`config.mk`:
```
export PLATFORM = sky130hd
export DESIGN_NAME = fetch_unit
export DESIGN_NICKNAME = d
export VERILOG_FILES = /design/src/rtl/fetch_unit.sv
export SDC_FILE = /design/constraint.sdc
export NUM_CORES = 1
export LEC_CHECK = 0
export CELL_PAD_IN_SITES_DETAIL_PLACEMENT = 1
export CELL_PAD_IN_SITES_GLOBAL_PLACEMENT = 2
export CORE_ASPECT_RATIO = 0.7
export CORE_MARGIN = 4
export CORE_UTILIZATION = 27
export DETAILED_ROUTE_END_ITERATION = 8
export GPL_TIMING_DRIVEN = 0
export MAX_ROUTING_LAYER = met4
export PLACE_DENSITY_LB_ADDON = 0.1
export SYNTH_ARGS = -nofsm -noshare
export SYNTH_HDL_FRONTEND = slang
export SYNTH_SLANG_ARGS = --single-unit
export TNS_END_PERCENT = 20
```
`constraint.sdc`:
```
create_clock -name clk -period 4.35 [get_ports clk]
set_input_delay 0.87 -clock clk [delete_from_list [all_inputs] [get_ports clk]]
set_output_delay 0.87 -clock clk [all_outputs]
set_load 0.02 [all_outputs]
```
`src/rtl/fetch_unit.sv`:
```
// Instruction fetch stage: one outstanding request to instruction memory, a
// single registered instruction slot, branch redirects and sticky fault reporting.
module fetch_unit #(
    parameter logic [31:0] RESET_PC = 32'h00000000,
    parameter int unsigned TIMEOUT  = 16
) (
    input  logic        clk,
    input  logic        rst_n,
    output logic        imem_req,
    output logic [31:0] imem_addr,
    input  logic        imem_ready,
    input  logic [31:0] imem_rdata,
    output logic [31:0] instruction,
    output logic [31:0] pc_out,
    output logic        instr_valid,
    input  logic        stall,
    input  logic        branch_taken,
    input  logic [31:0] branch_target,
    output logic        fault,
    output logic [1:0]  fault_code
);

    typedef enum logic {
        RUN   = 1'b0,
        FAULT = 1'b1
    } state_t;

    localparam logic [7:0] CNT_LAST = 8'(TIMEOUT - 1);

    state_t      state_q, state_d;
    logic [31:0] pc_q, pc_d;
    logic [31:0] instr_q, instr_d;
    logic [31:0] pc_out_q, pc_out_d;
    logic        valid_q, valid_d;
    logic [1:0]  code_q, code_d;
    logic [7:0]  cnt_q, cnt_d;

    logic xfer;
    logic waiting;
    logic timeout_hit;
    logic consume;

    assign imem_req    = (state_q == RUN) && rst_n && (!valid_q || !stall) && !branch_taken;
    assign imem_addr   = pc_q;
    assign instruction = instr_q;
    assign pc_out      = pc_out_q;
    assign instr_valid = valid_q;
    assign fault       = (state_q == FAULT);
    assign fault_code  = code_q;

    assign xfer        = imem_req && imem_ready;
    assign waiting     = imem_req && !imem_ready;
    assign timeout_hit = waiting && (cnt_q == CNT_LAST);
    assign consume     = valid_q && !stall;

    always_comb begin
        state_d  = state_q;
        pc_d     = pc_q;
        instr_d  = instr_q;
        pc_out_d = pc_out_q;
        valid_d  = valid_q;
        code_d   = code_q;
        cnt_d    = 8'd0;

        if (state_q == RUN) begin
            // Branch outranks stall and any response arriving this cycle.
            if (branch_taken) begin
                valid_d = 1'b0;
                if (branch_target[1:0] == 2'b00) begin
                    pc_d = branch_target;
                end else begin
                    state_d = FAULT;
                    code_d  = 2'b01;
                end
            end else if (xfer) begin
                instr_d  = imem_rdata;
                pc_out_d = pc_q;
                valid_d  = 1'b1;
                pc_d     = pc_q + 32'd4;
            end else if (timeout_hit) begin
                state_d = FAULT;
                code_d  = 2'b10;
                valid_d = 1'b0;
            end else begin
                if (consume) begin
                    valid_d = 1'b0;
                end
                if (waiting) begin
                    cnt_d = cnt_q + 8'd1;
                end
            end
        end else begin
            valid_d = 1'b0;
        end
    end

    always_ff @(posedge clk) begin
        if (!rst_n) begin
            state_q  <= RUN;
            pc_q     <= RESET_PC;
            instr_q  <= 32'd0;
            pc_out_q <= 32'd0;
            valid_q  <= 1'b0;
            code_q   <= 2'b00;
            cnt_q    <= 8'd0;
        end else begin
            state_q  <= state_d;
            pc_q     <= pc_d;
            instr_q  <= instr_d;
            pc_out_q <= pc_out_d;
            valid_q  <= valid_d;
            code_q   <= code_d;
            cnt_q    <= cnt_d;
        end
    end

endmodule

```
---- Word-level counts from Yosys, hierarchy flattened ----
Index checks and enable logic that the tools add are counted.
W data, S select, Z words.
word-level totals
  bits in registers ....................... 108
  word-level logic and storage cells ...... 53
cells by class
  add/subtract/negate cells ............... 2
  equal/unequal tests ..................... 4
  mux-type cells .......................... 15
  bitwise logic cells ..................... 4
  reductions and logical operators ........ 21
operators by type and width
  kind                     count
  $mux W32                 3
  $add A32 B3 Y32 const B  1
  $add A8 B1 Y8 const B    1
  $eq A8 B4 Y1 const B     1
  $mux W1                  8
  $mux W2                  4
  $logic_and A1 B1 Y1      7
  $reduce_and A3 Y1        2
  $reduce_or A6 Y1         1
  $logic_not A1 Y1         4
  $ne A2 B2 Y1 const B     2
  $not A1 Y1               4
  $reduce_and A4 Y1        1
  $reduce_bool A2 Y1       2
  $reduce_bool A3 Y1       1
  $reduce_or A3 Y1         1
  $logic_not A2 Y1         1
  $ne A2 B1 Y1 const B     1
  $logic_or A1 B1 Y1       1

---- Logic depth before layout (Yosys ltp) ----
  depth after elaboration ................. 10
  mapped depth ............................ 8
  gate-level depth less buffers ........... 6

---- Worst setup path before layout ----
OpenSTA, ideal clock, no wires.
  kind .................................... input port to output port
  start ................................... in rst_n
  end ..................................... out imem_req
  arrival ................................. 1.852 ns
  data required time ...................... 3.480 ns
  path slack .............................. 1.628 ns
  cell stages on the path ................. 3
  buffers on the path ..................... 1
  cells stage by stage .................... clkbuf_1 > nand2b_1 > nor3_1
on the way
  longest elaborated chain between the ends .. 3
RTL lines
  what                               line  RTL
  start: declaration                 8     input logic rst_n,
  $logic_and A1 B1 Y1 (3 in series)  43    assign imem_req = (state_q == RUN) && rst_n && (!valid_q || !stall) && !branch_taken;
  end: declaration                   9     output logic imem_req,
Every way passes these cells.

---- Worst setup path after layout ----
Ends and elaborated chain as after synthesis.

==> flow_metrics.py <==
metrics = {
    "synth": {
        "synth_edf_count": 0,
        "synth-seq-cells": 108,
        "async_reset_ff_frac": 0,
        "synth_area_leaders": "dfxtp_1, nand2_1, a21boi_0, a21oi_1, nand3_1",
        "yosysUniqueCellTypes": 61,
        "yosysWarnings": 0,
        "synthFlopType": "dfxtp_1",
        "synth_top_area_cell": "dfxtp_1",
        "netlist_instances": 619,
        "synth_nets": 690,
        "syn_area_um2": 4870,
        "synth_seq_area_share": 0.444,
        "syn_avg_cell_area_um2": 7.87,
        "synth_top_area_frac": 0.444,
    },
    "clocking": {
        "cts_hold_buf": 0,
        "cts_tree": "built",
        "cts_resized": 0,
        "cts_setup_buffers": 0,
        "cts_buffers": 9,
        "htree_levels": 3,
        "clockRootBuffer": "clkbuf_16",
        "numClockSinks": 108,
        "clk_latency_ps": 360,
        "cts.clk_slew.worst_paths_ps": 70,
        "clockBufferDepth": 2,
    },
    "timing": {
        "worst-slew-pin-transition_ps": 1100,
        "setup_violations": 0,
        "timing.fmax_mhz": 247,
        "slew_violations": 0,
        "hold_viol_final": 0,
        "setup_ws_ps": 296,
        "rsz0062_at_grt": "no",
        "maxSlewHeadroom": 0.264,
        "skew_ps": 6.89,
        "worst_hold_slack_ps": 460,
        "finalCriticalPeriod_ps": 4050,
        "fin_crit_sh": 0.932,
        "setup_tns_ps": 0,
    },
    "setup_path": {
        "critPathLaunchType": "input pin",
        "rr_startpoint": "fault",
        "arrival_ps": 3180,
        "critical_path_class": "in -> out",
        "critPathLaunch": "rst_n",
        "required_ps": 3480,
        "reg2reg_depth": 7,
        "cp_max_fo": 10,
        "worst_setup_path_end_kind": "primary output",
    },
    "power": {
        "p_seq_frac": 0.469,
        "p_int_uw": 1620,
        "power.density_nw_per_um2": 311,
        "power_frac_comb": 0.137,
        "switchingPower_uw": 602,
        "p_sw_frac": 0.271,
        "ir_drop_mv": 0.198,
        "p_leak_uw": 0.00239,
        "clock_power_share": 0.394,
    },
    "die": {
        "die_area_um2": 20300,
        "die_w_um": 169,
        "start_util": 0.280,
        "die-height_um": 120,
        "ios": 170,
        "num_rows": 40,
        "core_um2": 17400,
    },
    "detailed_routing": {
        "post_drt_via_cell_ratio": 5.03,
        "num_vias": 5204,
        "totalWireLength_um": 19600,
        "wl_per_cell_um": 18.9,
        "drt_iter0_markers": 261,
        "drc_errors": 0,
        "postRouteAntennaNets": 0,
        "drt-pass1-iter-count": 4,
    },
    "cells_and_area": {
        "syn2layout_area_growth_pct": 47.1,
        "nNetsFinal": 870,
        "diodes": 0,
        "drive_above_1_share": 0.0435,
    },
    "outcome": {
        "status": "complete, no violations",
    },
    "global_route": {
        "first_global_vias": 5321,
        "grt_max_degree": 19,
        "grt_antenna_before_repair": 0,
        "gr-usage-all-layers": 0.195,
        "grt_pass1_wl_um": 30300,
        "gr-total-overflow": 0,
    },
    "placed_design": {
        "dp_slack_ps": 353,
        "dp_hpwl_um": 14800,
        "port_buffers": 169,
        "place_congestion": 0.864,
    },
    "hold_path": {
        "min_path_type": "reg -> reg",
        "min_from": "instruction[23]",
        "hold_depth": 2,
    },
    "job": {
        "cap_violations": 0,
    },
}
-- state kept, by name, summed over array words and instances, names as in the netlist --
name	cells
fault_code	2
instruction	32
instr_valid	1
imem_addr	32
cnt_q	8
fault	1
pc_out	32
-- final cells by class --
class / count / area (um2)
flip-flops and latches: 108 / 2160
repair buffers: 169 / 1690
plain buffers: 46 / 181
clock buffers: 10 / 239
fillers: 2101 / 10300
well taps: 231 / 289
multi-input cells: 460 / 2510
clock inverters: 6 / 72.6
inverters: 5 / 18.8
-- cell usage in the layout (no fill, tap or decap), types with 4 or more instances in the layout --
cell             count
nand2_1            152
and3_1              16
o211ai_1             5
clkbuf_1            39
nand3_1             35
nor2b_1              5
nor3_1              11
clkdlybuf4s50_1    169
a21boi_0            42
a31oi_1             10
and2_1               5
buf_2                4
nor4_1               6
xor2_1               4
nor2_1              34
mux2i_1              5
nand4_1             10
nand2b_1             4
o21ai_0             21
clkbuf_16            9
dfxtp_1            108
a21oi_1             36
inv_1                4
or4_1                5
-- power groups by stage --
| stage | logic (uW) | registers, uW | clock network, uW |
|---|---|---|---|
| after global placement | 299 | 1070 | 0 |
| after CTS | 306 | 1040 | 902 |
| after global routing | 327 | 1050 | 939 |
| after floorplan | 103 | 1090 | 0 |
| after detailed placement | 304 | 1070 | 0 |
| final | 304 | 1040 | 876 |
-- worst paths after layout --
path	to	slack, ps
worst max register to register	imem_addr[24]	1300
worst min-delay path	instruction[23]	460
worst max-delay path	imem_req	300
worst min register to register	instruction[23]	460
-- cell families after synthesis --
group | after synthesis | share of synthesized area
DFF | 108 | 0.444
AOI/OAI and AO/OA | 147 | 0.201
xor gates and xnor gates | 6 | 0.0108
muxes | 6 | 0.0126
and+or+nand+nor | 299 | 0.286
adders and majority gates | 2 | 0.00514
buffers and inverters | 51 | 0.0411
-- layer usage --
| layer | routed length [um] | vias up | GRT usage | part of all wire |
|---|---|---|---|---|
| met2 | 8700 | 148 | 0.295 | 0.44 |
| met5 | 0 | - | - | 0 |
| met1 | 9490 | 2515 | 0.266 | 0.48 |
| met4 | 244 | 0 | 0.0492 | 0.012 |
| met3 | 1150 | 18 | 0.0428 | 0.059 |
| li1 | - | 2523 | - | - |
-- critical path, cell delays in order --
cell and delay, ps:
clkdlybuf4s50_1 500, clkbuf_1 510, nand2b_1 300, nor3_1 320, clkdlybuf4s50_1 680
-- Yosys cell counts (4+ instances only) --
library cell	instances
nand2_1	152
dfxtp_1	108
xor2_1	4
and3_1	16
or4_1	5
o211ai_1	5
a31oi_1	10
inv_1	4
nor2b_1	5
a21boi_0	42
nand4_1	10
clkbuf_1	39
nand3_1	35
mux2i_1	5
and2_1	5
nor2_1	34
nor4_1	6
nor3_1	11
o21ai_0	21
a21oi_1	36
nand2b_1	4
buf_2	4
-- metrics by stage --
stage          cells   util  area (um2)  power (uW)
2_1_floorplan    619      -        4870        1190
3_3_place_gp    1019  0.393        6850        1370
3_5_place_dp    1019  0.393        6850        1370
4_1_cts         1035  0.411        7160        2250
5_1_grt         1035  0.411        7160        2310
6_report        1035  0.411        7160        2220
Power figures use the tool's default switching activity.
